<file path="src/rtl/mio_bus_ctrl.sv">
// mio_bus_ctrl: single-master memory/IO bus controller.
// Three-phase access (IDLE/ACCESS/RESP) to a sync RAM, LED/switch port and counter.
module mio_bus_ctrl (
  input  logic        clk,
  input  logic        reset,
  input  logic        CPU_MIO,
  input  logic        MemRead,
  input  logic        MemWrite,
  input  logic [31:0] addr_bus,
  input  logic [31:0] Cpu_data2bus,
  output logic [31:0] Cpu_data4bus,
  output logic        MIO_ready,
  output logic [9:0]  ram_addr,
  output logic [31:0] ram_din,
  output logic        ram_we,
  input  logic [31:0] ram_dout,
  input  logic [7:0]  switch_in,
  output logic [7:0]  led_out,
  output logic [31:0] counter_out
);

  localparam logic [29:0] LED_WORD = 30'h3C00_0000;
  localparam logic [29:0] CNT_WORD = 30'h3C00_0001;

  typedef enum logic [1:0] {
    S_IDLE,
    S_ACCESS,
    S_RESP
  } state_t;

  state_t      state;
  state_t      state_nx;
  logic        accept;

  logic [31:0] lat_addr;
  logic [31:0] lat_data;
  logic        lat_rd;
  logic        lat_wr;

  logic        in_access;
  logic        in_resp;
  logic        sel_ram;
  logic        sel_led;
  logic        sel_cnt;

  logic [31:0] counter_q;
  logic [7:0]  led_q;
  logic [31:0] periph_nx;
  logic [31:0] periph_q;
  logic [31:0] resp_val;
  logic [31:0] hold_q;

  assign in_access = (state == S_ACCESS);
  assign in_resp   = (state == S_RESP);

  // Decode uses only the latched address; byte offset bits are ignored.
  assign sel_ram = (lat_addr[31:12] == 20'd0);
  assign sel_led = (lat_addr[31:2] == LED_WORD);
  assign sel_cnt = (lat_addr[31:2] == CNT_WORD);

  // State register.
  always_ff @(posedge clk) begin
    if (reset) state <= S_IDLE;
    else       state <= state_nx;
  end

  // Next state: only IDLE looks at the request inputs.
  always_comb begin
    state_nx = state;
    accept   = 1'b0;
    unique case (state)
      S_IDLE: begin
        if (CPU_MIO && (MemRead || MemWrite)) begin
          accept   = 1'b1;
          state_nx = S_ACCESS;
        end
      end
      S_ACCESS: state_nx = S_RESP;
      S_RESP:   state_nx = S_IDLE;
      default:  state_nx = S_IDLE;
    endcase
  end

  // Capture the request when it is accepted; read wins over write.
  always_ff @(posedge clk) begin
    if (reset) begin
      lat_addr <= '0;
      lat_data <= '0;
      lat_rd   <= 1'b0;
      lat_wr   <= 1'b0;
    end else if (accept) begin
      lat_addr <= addr_bus;
      lat_data <= Cpu_data2bus;
      lat_rd   <= MemRead;
      lat_wr   <= MemWrite & ~MemRead;
    end
  end

  // LED register, written at the end of ACCESS.
  always_ff @(posedge clk) begin
    if (reset) begin
      led_q <= '0;
    end else if (in_access && lat_wr && sel_led) begin
      led_q <= lat_data[7:0];
    end
  end

  // Free-running counter; a bus write replaces that cycle's increment.
  always_ff @(posedge clk) begin
    if (reset) begin
      counter_q <= '0;
    end else if (in_access && lat_wr && sel_cnt) begin
      counter_q <= lat_data;
    end else begin
      counter_q <= counter_q + 32'd1;
    end
  end

  // Peripheral read source as seen during ACCESS.
  always_comb begin
    periph_nx = '0;
    unique case (1'b1)
      sel_led: periph_nx = {24'd0, switch_in};
      sel_cnt: periph_nx = counter_q;
      default: periph_nx = '0;
    endcase
  end

  // Snapshot the peripheral value so RESP returns the ACCESS-cycle value.
  always_ff @(posedge clk) begin
    if (reset)          periph_q <= '0;
    else if (in_access) periph_q <= periph_nx;
  end

  assign resp_val = sel_ram ? ram_dout : periph_q;

  // Read data is held from RESP until the next read completes.
  always_ff @(posedge clk) begin
    if (reset) begin
      hold_q <= '0;
    end else if (in_resp && lat_rd) begin
      hold_q <= resp_val;
    end
  end

  assign Cpu_data4bus = (in_resp && lat_rd) ? resp_val : hold_q;
  assign MIO_ready    = in_resp;
  assign ram_addr     = lat_addr[11:2];
  assign ram_din      = lat_data;
  assign ram_we       = in_access & lat_wr & sel_ram;
  assign led_out      = led_q;
  assign counter_out  = counter_q;

endmodule

</file>
<file path="config.mk">
export PLATFORM = sky130hd
export DESIGN_NAME = mio_bus_ctrl
export DESIGN_NICKNAME = d
export VERILOG_FILES = /design/src/rtl/mio_bus_ctrl.sv
export SDC_FILE = /design/constraint.sdc
export NUM_CORES = 1
export LEC_CHECK = 0
export BUFFER_PORTS_ARGS = -buffer_cell sky130_fd_sc_hd__buf_2
export CELL_PAD_IN_SITES_DETAIL_PLACEMENT = 0
export CELL_PAD_IN_SITES_GLOBAL_PLACEMENT = 2
export CORE_MARGIN = 4
export CORE_UTILIZATION = 27
export DETAILED_ROUTE_END_ITERATION = 8
export GPL_ROUTABILITY_DRIVEN = 0
export PLACE_DENSITY = 0.83
export SKIP_CTS_REPAIR_TIMING = 1
export SYNTH_ARGS = -nofsm -noshare
export SYNTH_HDL_FRONTEND = slang
export SYNTH_SLANG_ARGS = --single-unit
</file>
<file path="constraint.sdc">
create_clock -name clk -period 2 [get_ports clk]
set_clock_uncertainty 0.2 [all_clocks]
set_input_delay 0.2 -clock clk [delete_from_list [all_inputs] [get_ports clk]]
set_output_delay 0.2 -clock clk [all_outputs]
set_load 0.005 [all_outputs]
</file>
* Word level (Yosys, flattened, before mapping)
Index checks and enable logic that the tools add are counted.
Word-level totals: register bits 172, input port bits 109, output and inout bits 116, logic and storage cells 35
Cells by class: add/sub/neg operators 1, equal/unequal tests 5, multiplexer cells 8, bitwise logic cells 4, reductions and logical operators 8
Operators by type and width (number):
- two-way mux 32 bit | 3
- one-hot mux 32 bit (2 select lines) | 1
- == test 30 bit (second input constant) | 2
- adder 32 x 1 -> 32 bit (second input constant) | 1
- logical NOT 20 bit | 1
- logical AND 1 bit | 5
- one-hot mux 2 bit (2 select lines) | 1
- bitwise AND 1 bit | 3
- == test 2 x 1 -> 1 bit (second input constant) | 1
- == test 2 bit (second input constant) | 1
- logical NOT 2 bit | 1
- two-way mux 1 bit | 2
- two-way mux 2 bit | 1
- inequality test 2 bit (second input constant) | 1
- logical OR 1 bit | 1
- inverter 1 bit | 1

* Depth between registers and ports, before layout
Gate-level depths: netlist of run 1.
depth after elaboration 4, depth in mapped cells 7, gate-level depth less buffers 6

* Least setup slack after synthesis of run 1
Ideal clock, no wire load.
path type register to register, start register lat_addr[3], end register counter_q[10], in the netlist counter_out[10], arrival time 1.750 ns, data required time 1.654 ns, slack -0.096 ns, stages on the path, launching flop included 8, path buffers 2, cell sequence dfxtp_1 > nor4b_2 > nand4_2 > or4_1 > buf_4 > buf_2 > nor2_1 > a211oi_2
Between the ends: longest elaborated chain between the ends 3
RTL lines:
- start, declared | RTL line 35 | logic [31:0] lat_addr;
- start signal, assigned | RTL line 92 | lat_addr <= addr_bus;
- == test 30 bit | RTL line 59 | assign sel_cnt = (lat_addr[31:2] == CNT_WORD);
- logical AND 1 bit | RTL line 112 | end else if (in_access && lat_wr && sel_cnt) begin
- two-way mux 32 bit | RTL line 112
- end signal, assigned | RTL line 113 | counter_q <= lat_data;
- end signal, assigned | RTL line 115 | counter_q <= counter_q + 32'd1;
- end, declared | RTL line 46 | logic [31:0] counter_q;
No other way between the ends. A chain may end at the register's enable or synchronous reset.

* Final worst setup path of run 1
start register lat_addr[30], end output port Cpu_data4bus[11]
Between the ends: longest elaborated chain between the ends 3
RTL lines:
- logical NOT 20 bit | RTL line 57 | assign sel_ram = (lat_addr[31:12] == 20'd0);
- two-way mux 32 bit | RTL line 135 | assign resp_val = sel_ram ? ram_dout : periph_q;
- two-way mux 32 bit
- end, declared | RTL line 11 | output logic [31:0] Cpu_data4bus,
No other way between the ends.

==> key figures, run 1 <==
Placement
  – Port Buf Inserts: 222
  – DP HPWL: 17.61 mm
  – Place WS: -0.3211 ns

Power and ir drop
  – P_int: 0.005775 W
  – Final Power: 0.008005 W
  – Cell area power density: 693.2 nW/um2
  – Clk network pwr share: 41.4%
  – Switch share: 27.85%
  – Reg power frac: 44.5%
  – Leak pwr: 4.720 nW
  – Switching power total: 0.002230 W
  – Power share of the combinational group: 14.0%
  – Max VDD drop: 449.5 uV

Clock tree
  – H-tree levels: 4
  – Root Driver: clkbuf_16
  – Clk sinks: 170
  – Clock slew at the register clock pins of the worst setup and hold paths: 0.08 ns
  – CTS tree: built
  – Num CTS Buffers: 17
  – Clk_lat worst skew: 0.43 ns
  – CTS max path bufs: 2

Synth
  – Post-synthesis sequential area ratio: 46.27%
  – Syn Nets: 948
  – Yosys cell types: 44
  – Cell Area, Synth: 7355 um2
  – Mean Syn Cell Area: 8.776 um2
  – Seq cells post-synth: 170
  – Post-Syn Instances: 838
  – Yosys warns: 0

Detailed routing
  – Routed wire length per instance: 16.10 um
  – DRC viols: 0
  – Detailed Route WL: 24.99 mm
  – ANT nets after route: 0
  – Vias/cell: 4.573
  – Iteration-0 DRC Markers: 259
  – Vias: 7097
  – DRT Pass-1 Iters: 4

Setup path
  – Buffers plus inverters on the worst setup path: 3
  – Reg-to-reg setup timing slack: -0.29 ns
  – Cell breakdown of the critical path: or4_4 -> nor3_4 -> buf_12 -> buf_12 -> mux2i_1 -> a21oi_1 -> buf_2
  – CP max stage delay: 0.54 ns
  – WP data required: 1.60 ns
  – WS Path Type: reg -> out
  – Top delay family on crit path: simple AND/OR/NAND/NOR gates
  – Crit end category: primary output
  – CP startpoint kind: flip-flop
  – CP most frequent cell: buf_12
  – CP max stage cell: or4_4
  – Worst Path Arrival: 2.28 ns
  – Largest fanout on the critical path: 12

Finish
  – Layout area overhead: 57.01%
  – N_diodes: 0
  – Layout fillers: 2647
  – Fin nets: 1308
  – Layout cells sized above 1: 41.87%

Die
  – Horiz. Die Dim: 173.0 um
  – FP Rows: 60
  – Initial Utilization: 27.36%
  – Die height: 173.0 um
  – Num ports: 225
  – Full die area: 29940 um2
  – Core area: 26880 um2

Timing
  – Final setup violation count: 136
  – Slew headroom: 69.99%
  – Tightest Pin Transition: 0.4501 ns
  – Fin Hold WS: -0.01580 ns
  – Fin. max-slew vios: 0
  – Minimum clock period after layout: 2.680 ns
  – Post-route setup slack: -0.6803 ns
  – Final worst path period share: 134.0%
  – Fin. Hold Viols: 6
  – RSZ-0062 raised after global routing: yes
  – Fmax: 373.1 MHz

Global route
  – Global route total overflow: 0
  – Antenna violations before repair: 0
  – Largest net degree at the start of global routing: 58
  – First-pass GRT wire length: 36.99 mm
  – Gr usage total: 15.28%
  – Vias in the first global route: 6525

Run
  – Max cap viols: 0

Min path
  – Hold Crit Class: in -> reg

Status
  – Run status: complete, but fails checks
  – Failing checks: hold timing, setup timing
[per-layer routing]
layer / global-route usage, % / share of wire, %
met1: 21.44 / 48
met4: 4.223 / 1.6
met2: 24.04 / 47
met5: 0 / 0
met3: 2.995 / 3.3
[sequential cells by signal, summed over array words and instances (netlist names)]
| name | cells |
|---|---|
| periph_q | 32 |
| counter_out | 32 |
| state | 2 |
| led_out | 8 |
| ram_din | 32 |
| lat_addr | 30 |
| lat_rd | 1 |
| lat_wr | 1 |
| hold_q | 32 |
[metrics by stage]
stage          TNS, ns  cell area, um2  std cells  hold slack [ns]  util (%)
2_1_floorplan   -2.492            7450        838           0.1360         -
3_3_place_gp    -14.62            9457       1422           0.2413     35.19
3_5_place_dp    -18.92            9457       1422           0.2449     35.19
4_1_cts         -37.82           10060       1454          -0.2239     37.42
5_1_grt         -44.83           11550       1552         0.003793     42.97
6_report        -31.60           11550       1552         -0.01580     42.97
[kinds of logic after synthesis]
logic type	Yosys count	synth area share, %
buffers and inverters	74	5.053
multiplexers	48	6.533
adder cells (fa/ha/maj)	1	0.1701
AO/OA/AOI/OAI	198	18.66
AND/OR/NAND/NOR	319	19.97
flip-flops	170	46.27
XOR/XNOR	28	3.335
[Yosys cell counts (all sizes together)]
cell / n / area, um2
dfxtp: 170 / 3403
nand2: 148 / 560.5
nor2: 104 / 390.4
a21oi: 97 / 485.5
a211oi: 62 / 615.6
mux2i: 48 / 480.5
clkbuf: 43 / 161.4
buf: 29 / 202.7
a22oi: 24 / 180.2
xor2: 21 / 183.9
nand3: 14 / 70.07
nand4: 13 / 93.84
nor4: 10 / 121.4
o21ai: 10 / 50.05
nor2b: 9 / 56.30
xnor2: 7 / 61.31
and3: 4 / 25.02
and4: 4 / 35.03
nor3: 3 / 26.28
inv: 2 / 7.510
or3: 2 / 12.51
or4: 2 / 18.77
and2: 1 / 6.260
and3b: 1 / 8.760
and4b: 1 / 10.01
and4bb: 1 / 12.51
ha: 1 / 12.51
nand2b: 1 / 6.260
nor4b: 1 / 15.01
o211a: 1 / 10.01
o211ai: 1 / 7.510
o21a: 1 / 7.510
o21bai: 1 / 7.510
o31a: 1 / 8.760
[worst reg2reg max path: stages, from the launching register on]
cell,delay (ns)
dfxtp_2,0.34
nor4_4,0.28
nand2_2,0.13
buf_4,0.16
buf_6,0.11
or4_4,0.61
buf_8,0.20
nor2_4,0.09
a211oi_2,0.05
[power by group through the flow]
stage | Clock [W] | Combinational [W] | Sequential [W]
finish | 0.00332 | 0.00112 | 0.00356
global route | 0.00356 | 0.00122 | 0.00358
CTS | 0.00342 | 0.000865 | 0.00355
detailed placement | 0 | 0.000862 | 0.00363
global placement | 0 | 0.000855 | 0.00363
floorplan | 0 | 0.000440 | 0.00362
[final cells by class]
cell class | count | area (um2) | area share, %
multi-input combinational | 595 | 4053 | 35.10
inverter | 2 | 7.507 | 0.06501
timing repair buffer | 412 | 3048 | 26.40
clock inverter | 15 | 173.9 | 1.506
clock buffer | 17 | 425.4 | 3.684
sequential | 170 | 3413 | 29.56
tap | 341 | 426.7 | 3.695
[final timing paths]
kind / endpoint / cells past startpoint / start
max: Cpu_data4bus[11] / 7 / lat_addr[30]$_SDFFE_PP0P_
min: hold_q[26]$_SDFF_PP0_ / 3 / ram_dout[26]
max reg2reg: counter_out[29]$_SDFF_PP0_ / 8 / lat_addr[12]$_SDFFE_PP0P_
min reg2reg: lat_rd$_SDFFE_PP0P_ / 2 / lat_rd$_SDFFE_PP0P_
[cells in the final DEF (no fill, tap or decap), types with 17 or more instances in the layout]
master	count
a211oi_1	26
a211oi_2	36
a21oi_1	94
a22oi_2	17
buf_2	221
buf_4	79
clkbuf_16	21
dfxtp_1	162
dlygate4sd3_1	80
mux2i_1	23
mux2i_2	23
nand2_1	145
nor2_1	74
nor2_2	17
xor2_1	21
No activity file was read; power rests on OpenSTA's default activity.
==> inputs of run 2 (changes only) <==
--- a/config.mk
+++ b/config.mk
@@ -12,7 +12,7 @@
 export CORE_UTILIZATION = 27
 export DETAILED_ROUTE_END_ITERATION = 8
 export GPL_ROUTABILITY_DRIVEN = 0
-export PLACE_DENSITY = 0.83
+export PLACE_DENSITY_LB_ADDON = 0.08
 export SKIP_CTS_REPAIR_TIMING = 1
 export SYNTH_ARGS = -nofsm -noshare
 export SYNTH_HDL_FRONTEND = slang
==> run 2 against run 1 <==
Net effect: the run still ends with hold timing, setup timing left; first-iteration DRC count grew 12%; design area grew 4.0%; combinational power up 8%; maximum frequency decreased by 1.2%; final cell count barely moved; sequential share of layout area down 1.2 points; critical path depth unchanged; count of clock-buffer cells in the layout increased by 2; sequential cell count unchanged; clock power is 7.8% higher; worst hold slack got worse by 0.0077 ns.
==> key figures, run 2 (same netlist as run 1, synthesis figures left out) <==
Status
  – Run status: complete, but fails checks
  – Failing checks: hold timing, setup timing

Timing
  – Post-route setup slack: -0.7118 ns
  – Fin Hold WS: -0.02350 ns
  – Fin. Hold Viols: 4
  – Minimum clock period after layout: 2.712 ns
  – Setup_tns: -32.58 ns
  – RSZ-0062 raised after global routing: yes
  – Final setup violation count: 137
  – Fin. max-slew vios: 0
  – Fmax: 368.8 MHz
  – Final worst path period share: 135.6%
  – Slew headroom: 75.95%
  – Tightest Pin Transition: 0.3607 ns

Setup path
  – Crit end category: primary output
  – Buffers plus inverters on the worst setup path: 3
  – Worst Path Arrival: 2.31 ns
  – Cell breakdown of the critical path: or4_4 -> nor3_4 -> buf_12 -> clkbuf_16 -> mux2i_4 -> a21oi_2 -> buf_2
  – CP startpoint kind: flip-flop
  – CP max stage cell: or4_4
  – WP data required: 1.60 ns
  – Largest fanout on the critical path: 6
  – Reg2reg start: lat_addr[26]$_SDFFE_PP0P_
  – CP max stage delay: 0.54 ns
  – Top delay family on crit path: simple AND/OR/NAND/NOR gates
  – Crit path launch: lat_addr[30]$_SDFFE_PP0P_
  – WS Path Type: reg -> out

Die
  – Horiz. Die Dim: 173.0 um
  – Core area: 26880 um2
  – Num ports: 225
  – Die height: 173.0 um
  – Initial Utilization: 27.36%
  – Full die area: 29940 um2
  – FP Rows: 60

Clock tree
  – Clk_lat worst skew: 0.43 ns
  – Clk sinks: 170
  – H-tree levels: 4
  – Clock slew at the register clock pins of the worst setup and hold paths: 0.08 ns
  – Num CTS Buffers: 17
  – CTS max path bufs: 2
  – CTS tree: built
  – Root Driver: clkbuf_16

Power and ir drop
  – Cell area power density: 695.3 nW/um2
  – Leak pwr: 4.821 nW
  – Max VDD drop: 500.5 uV

Detailed routing
  – Vias/cell: 4.514
  – DRT Pass-1 Iters: 4
  – ANT nets after route: 0
  – Detailed Route WL: 25.72 mm
  – DRC viols: 0
  – Vias: 7010
  – Routed wire length per instance: 16.56 um
  – Iteration-0 DRC Markers: 290

Finish
  – Fin nets: 1308
  – FF/Latch Area: 3407 um2
  – Finished Layout Cells: 1553
  – Most frequent cells in the layout: buf_2 (221), dfxtp_1 (167), nand2_1 (145), a21oi_1 (81), dlygate4sd3_1 (80)
  – Post-route cell area: 12010 um2
  – Utilization after layout: 44.70%
  – Commonest non-fill, non-tap cell in the layout: buf_2
  – Layout fillers: 2715
  – Layout area overhead: 63.35%
  – Multi-input gate area: 4343 um2
  – Layout cells sized above 1: 44.67%

Global route
  – Global route total overflow: 0
  – Vias in the first global route: 6699
  – Gr usage total: 15.82%
  – Antenna violations before repair: 1
  – First-pass GRT wire length: 38.26 mm
  – Largest net degree at the start of global routing: 65

Placement
  – Cell Area, Placed: 9525 um2
  – Port Buf Inserts: 222
  – Placed Cells incl. Taps: 1421
  – DP HPWL: 17.84 mm
  – Place WS: -0.2994 ns

Min path
  – Hold Crit Class: in -> reg
  – Hold wc startpoint: ram_dout[2]

Run
  – Max cap viols: 0
[run 2: per-stage QoR]
step                hold WS (ns)  power [W]
floorplan                 0.1360   0.004061
global placement          0.2446   0.004523
detailed placement        0.2469   0.004520
CTS                      -0.2219   0.008129
global route           -0.002075   0.008715
finish                  -0.02350   0.008353
[run 2: metal layers]
| layer | routed length [um] | GRT usage, % | vias to the layer above | part of all wire (%) |
|---|---|---|---|---|
| met5 | 0 | 0 | - | 0 |
| met1 | 12910 | 22.98 | 3226 | 50 |
| met4 | 150 | 2.793 | 0 | 0.58 |
| met2 | 11570 | 23.49 | 136 | 45 |
| li1 | - | - | 3639 | - |
| met3 | 1084 | 4.700 | 9 | 4.2 |
[run 2: path summary, 6_finish.rpt]
path	end	slack, ns	cells past startpoint
worst min-delay path	hold_q[2]$_SDFF_PP0_	-0.02	3
worst max-delay path	Cpu_data4bus[9]	-0.71	7
worst max register to register	counter_out[12]$_SDFF_PP0_	-0.21	7
worst min register to register	lat_rd$_SDFFE_PP0P_	0.26	2
[run 2: tightest hold or removal path, cell delays in order]
cell and delay (ns):
buf_2 0.12, mux2i_4 0.15, a211oi_1 0.09
[run 2: layout make-up]
| class | count | share of cell area (%) |
|---|---|---|
| inverter | 2 | 0.06249 |
| multi-input combinational | 594 | 36.15 |
| tap | 341 | 3.551 |
| antenna | 1 | 0.02083 |
| clock inverter | 13 | 1.489 |
| sequential | 170 | 28.36 |
| timing repair buffer | 413 | 26.68 |
| clock buffer | 19 | 3.687 |
[run 2: report_power, final]
part           leakage, nW  switching (W)  internal (W)
sequential            1.38      0.0000870       0.00347
combinational         3.13       0.000560      0.000652
clock                0.308        0.00153       0.00205
